**config.mk**
```make
export PLATFORM = sky130hd
export DESIGN_NAME = oled_text_renderer
export DESIGN_NICKNAME = d
export VERILOG_FILES = /design/src/rtl/oled_text_renderer.sv
export SDC_FILE = /design/constraint.sdc
export NUM_CORES = 1
export LEC_CHECK = 0
export ABC_AREA = 0
export CAP_MARGIN = 0
export CORE_ASPECT_RATIO = 1.5
export CORE_MARGIN = 10
export CORE_UTILIZATION = 51
export CTS_CLUSTER_DIAMETER = 80
export CTS_CLUSTER_SIZE = 14
export DETAILED_ROUTE_END_ITERATION = 10
export MAX_ROUTING_LAYER = met4
export PLACE_DENSITY = 0.84
export SLEW_MARGIN = 20
export SYNTH_ARGS = -nofsm -noshare
export SYNTH_HDL_FRONTEND = slang
export SYNTH_SLANG_ARGS = --single-unit
```
**constraint.sdc**
```tcl
create_clock -name clk -period 2.9 [get_ports clk]
set_input_delay 0.435 -clock clk [delete_from_list [all_inputs] [get_ports clk]]
set_output_delay 0.435 -clock clk [all_outputs]
set_load 0.05 [all_outputs]
```
**src/rtl/oled_text_renderer.sv**
```systemverilog
// Renders up to MAX_CHARS 8x8 glyphs on one text row of the 96x64 OLED:
// issues a window command, then streams RGB565 pixels row-major across the span.
module oled_text_renderer #(
  parameter int MAX_CHARS = 3,
  parameter int CODE_W    = 7,
  parameter int ROM_LAT   = 1,
  parameter int COLS      = 12,
  parameter int ROWS      = 8
) (
  input  logic                          clk,
  input  logic                          rst_n,
  input  logic                          req_valid,
  output logic                          req_ready,
  input  logic [3:0]                    req_col,
  input  logic [2:0]                    req_row,
  input  logic [1:0]                    req_len,
  input  logic [MAX_CHARS*CODE_W-1:0]   req_text,
  input  logic [15:0]                   req_fg,
  input  logic [15:0]                   req_bg,
  output logic                          win_valid,
  input  logic                          win_ready,
  output logic [6:0]                    win_x0,
  output logic [6:0]                    win_x1,
  output logic [5:0]                    win_y0,
  output logic [5:0]                    win_y1,
  output logic [CODE_W+2:0]             glyph_addr,
  input  logic [7:0]                    glyph_bits,
  output logic                          px_valid,
  input  logic                          px_ready,
  output logic [15:0]                   px_data,
  output logic                          busy,
  output logic                          done,
  output logic                          err
);

  // state | meaning
  // IDLE  | waiting for a request, req_ready high
  // WIN   | window command offered until win_ready
  // FETCH | glyph_addr presented to the font ROM for one cycle
  // WAIT  | ROM_LAT cycles, glyph_bits loaded on the last edge
  // PIX   | 8 pixel beats of the current glyph row
  // DONE  | one-cycle done (and err on reject) pulse
  typedef enum logic [2:0] {
    S_IDLE, S_WIN, S_FETCH, S_WAIT, S_PIX, S_DONE
  } state_t;

  state_t state, state_nxt;

  logic [1:0]                  len_q;
  logic [MAX_CHARS*CODE_W-1:0] text_q;
  logic [15:0]                 fg_q, bg_q;
  logic                        rej_q;
  logic [1:0]                  c;
  logic [2:0]                  r;
  logic [2:0]                  beat;
  logic [1:0]                  wcnt;
  logic [7:0]                  sh;
  logic [CODE_W+2:0]           ga_q;
  logic [CODE_W-1:0]           cur_code;
  logic [CODE_W+2:0]           cur_addr;
  int                          eff, avail, lim;
  logic                        px_fire, last_beat, last_col, last_row;

  always_comb begin
    avail = COLS - int'(req_col);
    lim   = (int'(req_len) > MAX_CHARS) ? MAX_CHARS : int'(req_len);
    if (int'(req_col) >= COLS) eff = 0;
    else if (lim > avail)      eff = avail;
    else                       eff = lim;
  end

  always_comb begin
    cur_code = '0;
    for (int i = 0; i < MAX_CHARS; i++)
      if (int'(c) == i) cur_code = text_q[i*CODE_W +: CODE_W];
    cur_addr = {cur_code, r};
  end

  assign px_fire   = (state == S_PIX) && px_ready;
  assign last_beat = (beat == 3'd7);
  assign last_col  = (c == len_q - 2'd1);
  assign last_row  = (r == 3'd7);

  always_ff @(posedge clk or negedge rst_n) begin
    if (!rst_n) state <= S_IDLE;
    else        state <= state_nxt;
  end

  always_comb begin
    state_nxt = state;
    case (state)
      S_IDLE:  if (req_valid) state_nxt = (eff == 0) ? S_DONE : S_WIN;
      S_WIN:   if (win_ready) state_nxt = S_FETCH;
      S_FETCH: state_nxt = S_WAIT;
      S_WAIT:  if (wcnt == 2'd0) state_nxt = S_PIX;
      S_PIX:   if (px_fire && last_beat)
                 state_nxt = (last_col && last_row) ? S_DONE : S_FETCH;
      S_DONE:  state_nxt = S_IDLE;
      default: state_nxt = S_IDLE;
    endcase
  end

  always_comb begin
    req_ready = (state == S_IDLE);
    busy      = (state != S_IDLE);
    win_valid = (state == S_WIN);
    px_valid  = (state == S_PIX);
    done      = (state == S_DONE);
    err       = (state == S_DONE) && rej_q;
  end

  // ga_q keeps the last fetched address visible while the ROM pipeline drains
  assign glyph_addr = (state == S_FETCH) ? cur_addr : ga_q;
  assign px_data    = sh[0] ? fg_q : bg_q;

  always_ff @(posedge clk or negedge rst_n) begin
    if (!rst_n) begin
      len_q  <= '0;
      text_q <= '0;
      fg_q   <= '0;
      bg_q   <= '0;
      rej_q  <= 1'b0;
      c      <= '0;
      r      <= '0;
      beat   <= '0;
      wcnt   <= '0;
      sh     <= '0;
      ga_q   <= '0;
      win_x0 <= '0;
      win_x1 <= '0;
      win_y0 <= '0;
      win_y1 <= '0;
    end else begin
      case (state)
        S_IDLE: if (req_valid) begin
          len_q  <= 2'(eff);
          text_q <= req_text;
          fg_q   <= req_fg;
          bg_q   <= req_bg;
          rej_q  <= (int'(req_col) >= COLS);
          c      <= '0;
          r      <= '0;
          win_x0 <= {req_col, 3'b000};
          win_x1 <= 7'(int'(req_col) * 8 + eff * 8 - 1);
          win_y0 <= {3'(int'(req_row) % ROWS), 3'b000};
          win_y1 <= {3'(int'(req_row) % ROWS), 3'b111};
        end
        S_FETCH: begin
          ga_q <= cur_addr;
          wcnt <= 2'(ROM_LAT - 1);
        end
        S_WAIT: begin
          if (wcnt == 2'd0) begin
            sh   <= glyph_bits;
            beat <= '0;
          end else begin
            wcnt <= wcnt - 2'd1;
          end
        end
        S_PIX: if (px_fire) begin
          sh   <= sh >> 1;
          beat <= beat + 3'd1;
          if (last_beat) begin
            if (last_col) begin
              c <= '0;
              r <= r + 3'd1;
            end else begin
              c <= c + 2'd1;
            end
          end
        end
        default: ;
      endcase
    end
  end

endmodule
```
; After elaboration in Yosys (flattened, before gate mapping)
; Cells that the tools add are included.
[totals]
ff_bits = 107
inputBits = 75
out_inout_bits = 58
wordCells = 94
[classes]
add_sub_neg = 8
order_cmp = 2
n_eq_ne = 18
mux = 32
n_reduce_logical = 18
[ops]
columns = operator, count
row1 = 2-to-1 mux 32 bit, 2
row2 = 2-to-1 mux 3 bit, 12
row3 = zero test 32 bit, 1
row4 = 2-to-1 mux 7 bit, 3
row5 = 2-to-1 mux 16 bit, 1
row6 = 2-to-1 mux 8 bit, 2
row7 = one-hot mux 8 bit (2 select lines), 1
row8 = one-hot mux 3 bit (5 select lines), 1
row9 = == test 3 bit (second input constant), 4
row10 = one-hot mux 3 bit (2 select lines), 2
row11 = 2-to-1 mux 10 bit, 1
row12 = 2-to-1 mux 2 bit, 5
row13 = != test 2 x 1 -> 1 bit (second input constant), 5
row14 = one-hot mux 2 bit (2 select lines), 2
row15 = AND reduction 4 bit, 2
row16 = adder 7 bit, 1
row17 = subtractor 7 x 2 -> 7 bit (second input constant), 1
row18 = adder 3 x 1 -> 3 bit (second input constant), 2
row19 = == test 3 x 2 -> 1 bit (second input constant), 2
row20 = != test 2 bit (second input constant), 3
row21 = nonzero test 2 bit, 3
row22 = greater-than comparator 3 x 5 -> 1 bit, 1
row23 = AND reduction 5 bit, 1
row24 = subtractor 4 x 4 -> 5 bit (first input constant), 1
row25 = 12 further kinds, 19

; Depth between registers and ports, before layout
[depth]
word_depth = 8
mapped_depth = 14
depth_no_buf = 14

; Worst setup path before layout
; No wires, ideal clock.
[synth_path]
path_kind = flip-flop to output port
startpoint = reg c[1]
endpoint = out glyph_addr[3]
arrival_ps = 2464
t_required_ps = 2465
setup_slack_ps = 1
path_stages_with_launch = 9
n_path_buf = 1
path_cell_list = dfrtp_1 inv_1 ha_1 clkbuf_1 nor2b_1 a22oi_1 nor2_1 a21oi_1 o21ai_0
[synth_between]
elab_chain_cells = 5
word_cells_on_any_way = 7
cone_classes = 2 x eq/ne / 4 x mux / 1 x reduce/logical
[synth_rtl]
columns = item, line
row1 = from (decl), 53  ; logic [1:0] c;
row2 = from (signal assigned), 168  ; c <= c + 2'd1;
row3 = zero test 2 bit, 75  ; if (int'(c) == i) cur_code = text_q[i*CODE_W +: CODE_W];
row4 = 2-to-1 mux 7 bit (2 in a row), 75
row5 = 2-to-1 mux 7 bit *, 75
row6 = 2-to-1 mux 10 bit *, -
row7 = to (decl), 26  ; output logic [CODE_W+2:0] glyph_addr,
; Every way passes the cells marked *; elsewhere a longest branch is shown, timed or not.

; Worst setup path after layout
[layout_path]
startpoint = reg state[1]
endpoint = out glyph_addr[0]
[layout_between]
elab_chain_cells = 2
[layout_rtl]
columns = item, line
row1 = from (decl), 47  ; state_t state, state_nxt;
row2 = from (signal assigned), 86  ; else state <= state_nxt;
row3 = == test 3 x 2 -> 1 bit, 113  ; assign glyph_addr = (state == S_FETCH) ? cur_addr : ga_q;
row4 = 2-to-1 mux 10 bit, -
; Every way passes these cells.

==> flow_summary.json <==
{
  "status": "completed",
  "worst_skew_pair.late_latency_ns": 0.34,
  "grt_antenna_before_repair": 0,
  "initialDrtViolationCount": 141,
  "timing.critical_path.from": "state[1]",
  "num-fill-cells": 706,
  "clock_tree_from_tritoncts": "yes",
  "critPathLaunchType": "flip-flop",
  "grt_start_max_net_pins": 51,
  "timing.fmax_mhz": 367,
  "cp-end-kind": "output pin",
  "timing_worst_slew_pin_value_ns": 0.707,
  "synth_top_cells_by_area": "sky130_fd_sc_hd__dfrtp_1 51%, sky130_fd_sc_hd__nand2_1 17%, sky130_fd_sc_hd__mux2_2 4.4%, sky130_fd_sc_hd__ha_1 3.9%, sky130_fd_sc_hd__o21ai_0 2.9%",
  "min_period_over_period_pct": 94.0,
  "finalWorstSetupSlack_ns": 0.173,
  "place.detailed.hpwl_um": 9420,
  "worst_path_class_setup": "reg2out",
  "synth.most_common_cell": "sky130_fd_sc_hd__nand2_1",
  "drt.antenna.violating_nets": 0,
  "drive_gt1_share_pct": 11.9,
  "nNetsFinal": 750,
  "r2r_slack_ns": 0.90,
  "grt_overflow": 0,
  "regToRegEndpoint": "rej_q",
  "final.min_clock_period_ns": 2.73,
  "clkSlewWorstSetupHoldPaths_ns": 0.06,
  "synthesis.area_per_instance_um2": 8.97,
  "power-per-cell-area_nw_per_um2": 1120,
  "synthDominantCellAreaShare_pct": 51.4,
  "design.portCount": 133,
  "grtUsageMet1_pct": 20.4,
  "warnings_synthesis": 0,
  "post_dp_cell_area_um2": 6220,
  "vias_per_cell": 5.18,
  "fp-row-count": 43,
  "final-hold-violation-count": 0,
  "hp_class": "in2async",
  "timing.max_slew.rel_slack_pct": 52.7,
  "dieWidth_um": 99.4,
  "timing.critical_path.arrival_ns": 2.29,
  "async_set_reset_flop_share_out_of_synthesis_pct": 100,
  "clockRootBuffer": "sky130_fd_sc_hd__clkbuf_16",
  "cts-htree-levels": 3,
  "grt_pass1_vias": 4176,
  "remaining_drc_errors": 0,
  "synth.cells.most_frequent": "223 x sky130_fd_sc_hd__nand2_1, 99 x sky130_fd_sc_hd__dfrtp_1, 28 x sky130_fd_sc_hd__o21ai_0, 19 x sky130_fd_sc_hd__mux2_2",
  "syn_to_final_growth_pct": 35.8,
  "timing.max_cap.violations": 0,
  "die_h_um": 139,
  "required_ns": 2.47,
  "last_weighted_congestion_value_of_the_routability_driven_placer": 0.914,
  "globalRoute.busiestLayer": "met2",
  "yosysUniqueCellTypes": 49,
  "worst-r2r-cell-count": 4,
  "start_util_pct": 52.1,
  "cp_slowest_stage_delay_ns": 0.79,
  "detail_route.wl_per_cell_um": 16.2,
  "detailedRoute.firstPassIterationCount": 5,
  "postCtsHoldBufs": 0,
  "fin_area_um2": 6540,
  "global_route.usage.met2_pct": 32.1,
  "final-max-slew-violation-count": 0,
  "final_wirelength_um": 12600,
  "clock_skew_ns": 0.00382,
  "synth_enable_flop_cells": 0,
  "insertedDiodeCount": 0,
  "whs_ns": 0.116,
  "power_uw": 7350,
  "power.static_leakage_uw": 0.00319,
  "dr_total_vias": 4016,
  "cts.path.max_buffers": 2,
  "yosys_most_used_dff": "sky130_fd_sc_hd__dfrtp_1",
  "fp.coreArea_um2": 9250,
  "global_route.usage.met3_pct": 4.99,
  "grt_setup_unrepaired": "false",
  "timing.final.setup_violations": 0,
  "critical_path.cell_chain": "and2b_1 > nand2_1 > mux2_2 > clkdlybuf4s50_1",
  "cts_num_sinks": 99,
  "total_routing_usage_reported_by_global_routing_pct": 18.9,
  "critical-path-slowest-cell": "sky130_fd_sc_hd__clkdlybuf4s50_1",
  "synth_largest_area_cell": "sky130_fd_sc_hd__dfrtp_1",
  "crit_fanout": 12,
  "rr_startpoint": "state[1]",
  "vdd_ir_drop_max_mv": 0.790,
  "number_of_buffer_cells_added_on_primary_ports": 126,
  "full_die_area_um2": 13800,
  "ys_ff_latch": 99,
  "critical_path.endpoint": "glyph_addr[0]",
  "post_synth_instance_area_um2": 4820,
  "setup_slack_placement_ns": -0.788,
  "cts_made_buffers": 9,
  "grt_pass1_wl_um": 20700,
  "synth_sequential_area_ratio_pct": 51.4,
  "syn-instance-count": 537
}
-- metrics by stage --
stage          std cells  util (%)  setup TNS (ns)
4_1_cts              775      70.6               0
5_1_grt              775      70.7               0
3_5_place_dp         759      67.3           -1.85
3_3_place_gp         759      67.3           -1.01
2_1_floorplan        542         -               0
6_report             775      70.7               0
-- placed cells by master, fill, tap and decap left out, types with 2 or more instances in the layout --
cell type                         count
sky130_fd_sc_hd__o21ai_0             20
sky130_fd_sc_hd__buf_12               9
sky130_fd_sc_hd__dfrtp_1             99
sky130_fd_sc_hd__nand2b_1             4
sky130_fd_sc_hd__o21ai_1             10
sky130_fd_sc_hd__o211a_1              2
sky130_fd_sc_hd__and2b_1              2
sky130_fd_sc_hd__inv_1               13
sky130_fd_sc_hd__nor2_1              16
sky130_fd_sc_hd__conb_1               6
sky130_fd_sc_hd__a21oi_1             12
sky130_fd_sc_hd__o31ai_1              3
sky130_fd_sc_hd__buf_4               20
sky130_fd_sc_hd__clkbuf_16            9
sky130_fd_sc_hd__ha_4                 2
sky130_fd_sc_hd__a32o_1               2
sky130_fd_sc_hd__clkbuf_1             3
sky130_fd_sc_hd__o22ai_1              5
sky130_fd_sc_hd__a22oi_1              6
sky130_fd_sc_hd__nor3_1               4
sky130_fd_sc_hd__inv_2                5
sky130_fd_sc_hd__nand2_1            222
sky130_fd_sc_hd__a31oi_1              2
sky130_fd_sc_hd__nand3_1              2
sky130_fd_sc_hd__mux2i_1              7
sky130_fd_sc_hd__ha_1                13
sky130_fd_sc_hd__dlygate4sd2_1        2
sky130_fd_sc_hd__mux2_2              19
sky130_fd_sc_hd__clkdlybuf4s50_1    113
-- area by class of cell --
type / count / area [µm²] / share of cell area, %
well taps: 112 / 140 / 2.14
clock buffers: 13 / 250 / 3.83
repair buffers: 145 / 1490 / 22.8
clock inverters: 2 / 12.5 / 0.191
flip-flops and latches: 99 / 2480 / 37.9
multi-input cells: 386 / 2100 / 32.1
inverters: 18 / 67.6 / 1.03
-- registers in the layout, summed over array words and instances (netlist names) --
| name | cells |
|---|---|
| rej_q | 1 |
| bg_q | 16 |
| beat | 3 |
| c | 2 |
| len_q | 2 |
| win_y1 | 3 |
| ga_q | 10 |
| fg_q | 16 |
| win_x1 | 5 |
| wcnt | 2 |
| sh | 8 |
| win_x0 | 4 |
| text_q | 21 |
| state | 3 |
| r | 3 |
-- cells by family after synthesis --
kind of cell | count (synthesis) | share of synthesized area, %
mux | 28 | 6.42
compound gates | 70 | 8.83
fa+ha+maj | 16 | 4.31
other cells | 1 | 0.0778
flops | 99 | 51.4
xor+xnor | 3 | 0.701
simple gates | 263 | 21.8
buf+inv | 57 | 6.39
-- routing by layer --
layer,routed length [µm],share of wire [%]
met5,0,0
met4,267,2.1
met3,610,4.9
met2,6720,53
met1,4970,40
-- how the worst min path moves through the flow --
stage	from	endpoint	slack, ns	depth (start not counted)
2_1_floorplan	rst_n	beat[0]	0.14	0
3_3_place_gp	fg_q[8]	fg_q[8]	0.45	2
3_5_place_dp	fg_q[10]	fg_q[10]	0.46	2
4_1_cts	rst_n	text_q[14]	0.14	1
5_1_grt	rst_n	text_q[14]	0.15	1
6_report	rst_n	text_q[9]	0.12	1
-- critical path, delay by kind of cell (launching register included) --
family	cells	cell delay (ns)
multiplexers	1	0.25
buffers and inverters	1	0.79
AND/OR/NAND/NOR	2	0.36
flip-flops	1	0.55
-- what timing repair did --
action,in CTS,in global routing
endpoints found under the hold margin,0,0
resized for setup,14,8
endpoints found under the setup margin,7,8
pin swaps,2,0
setup buffers,1,0
-- power breakdown --
part	internal (µW)	switching, µW	total (µW)
sequential	1970	344	2320
combinational	1460	2490	3950
clock	600	482	1080
total	4030	3320	7350
Note: power is estimated with default switching activity, not from simulation.
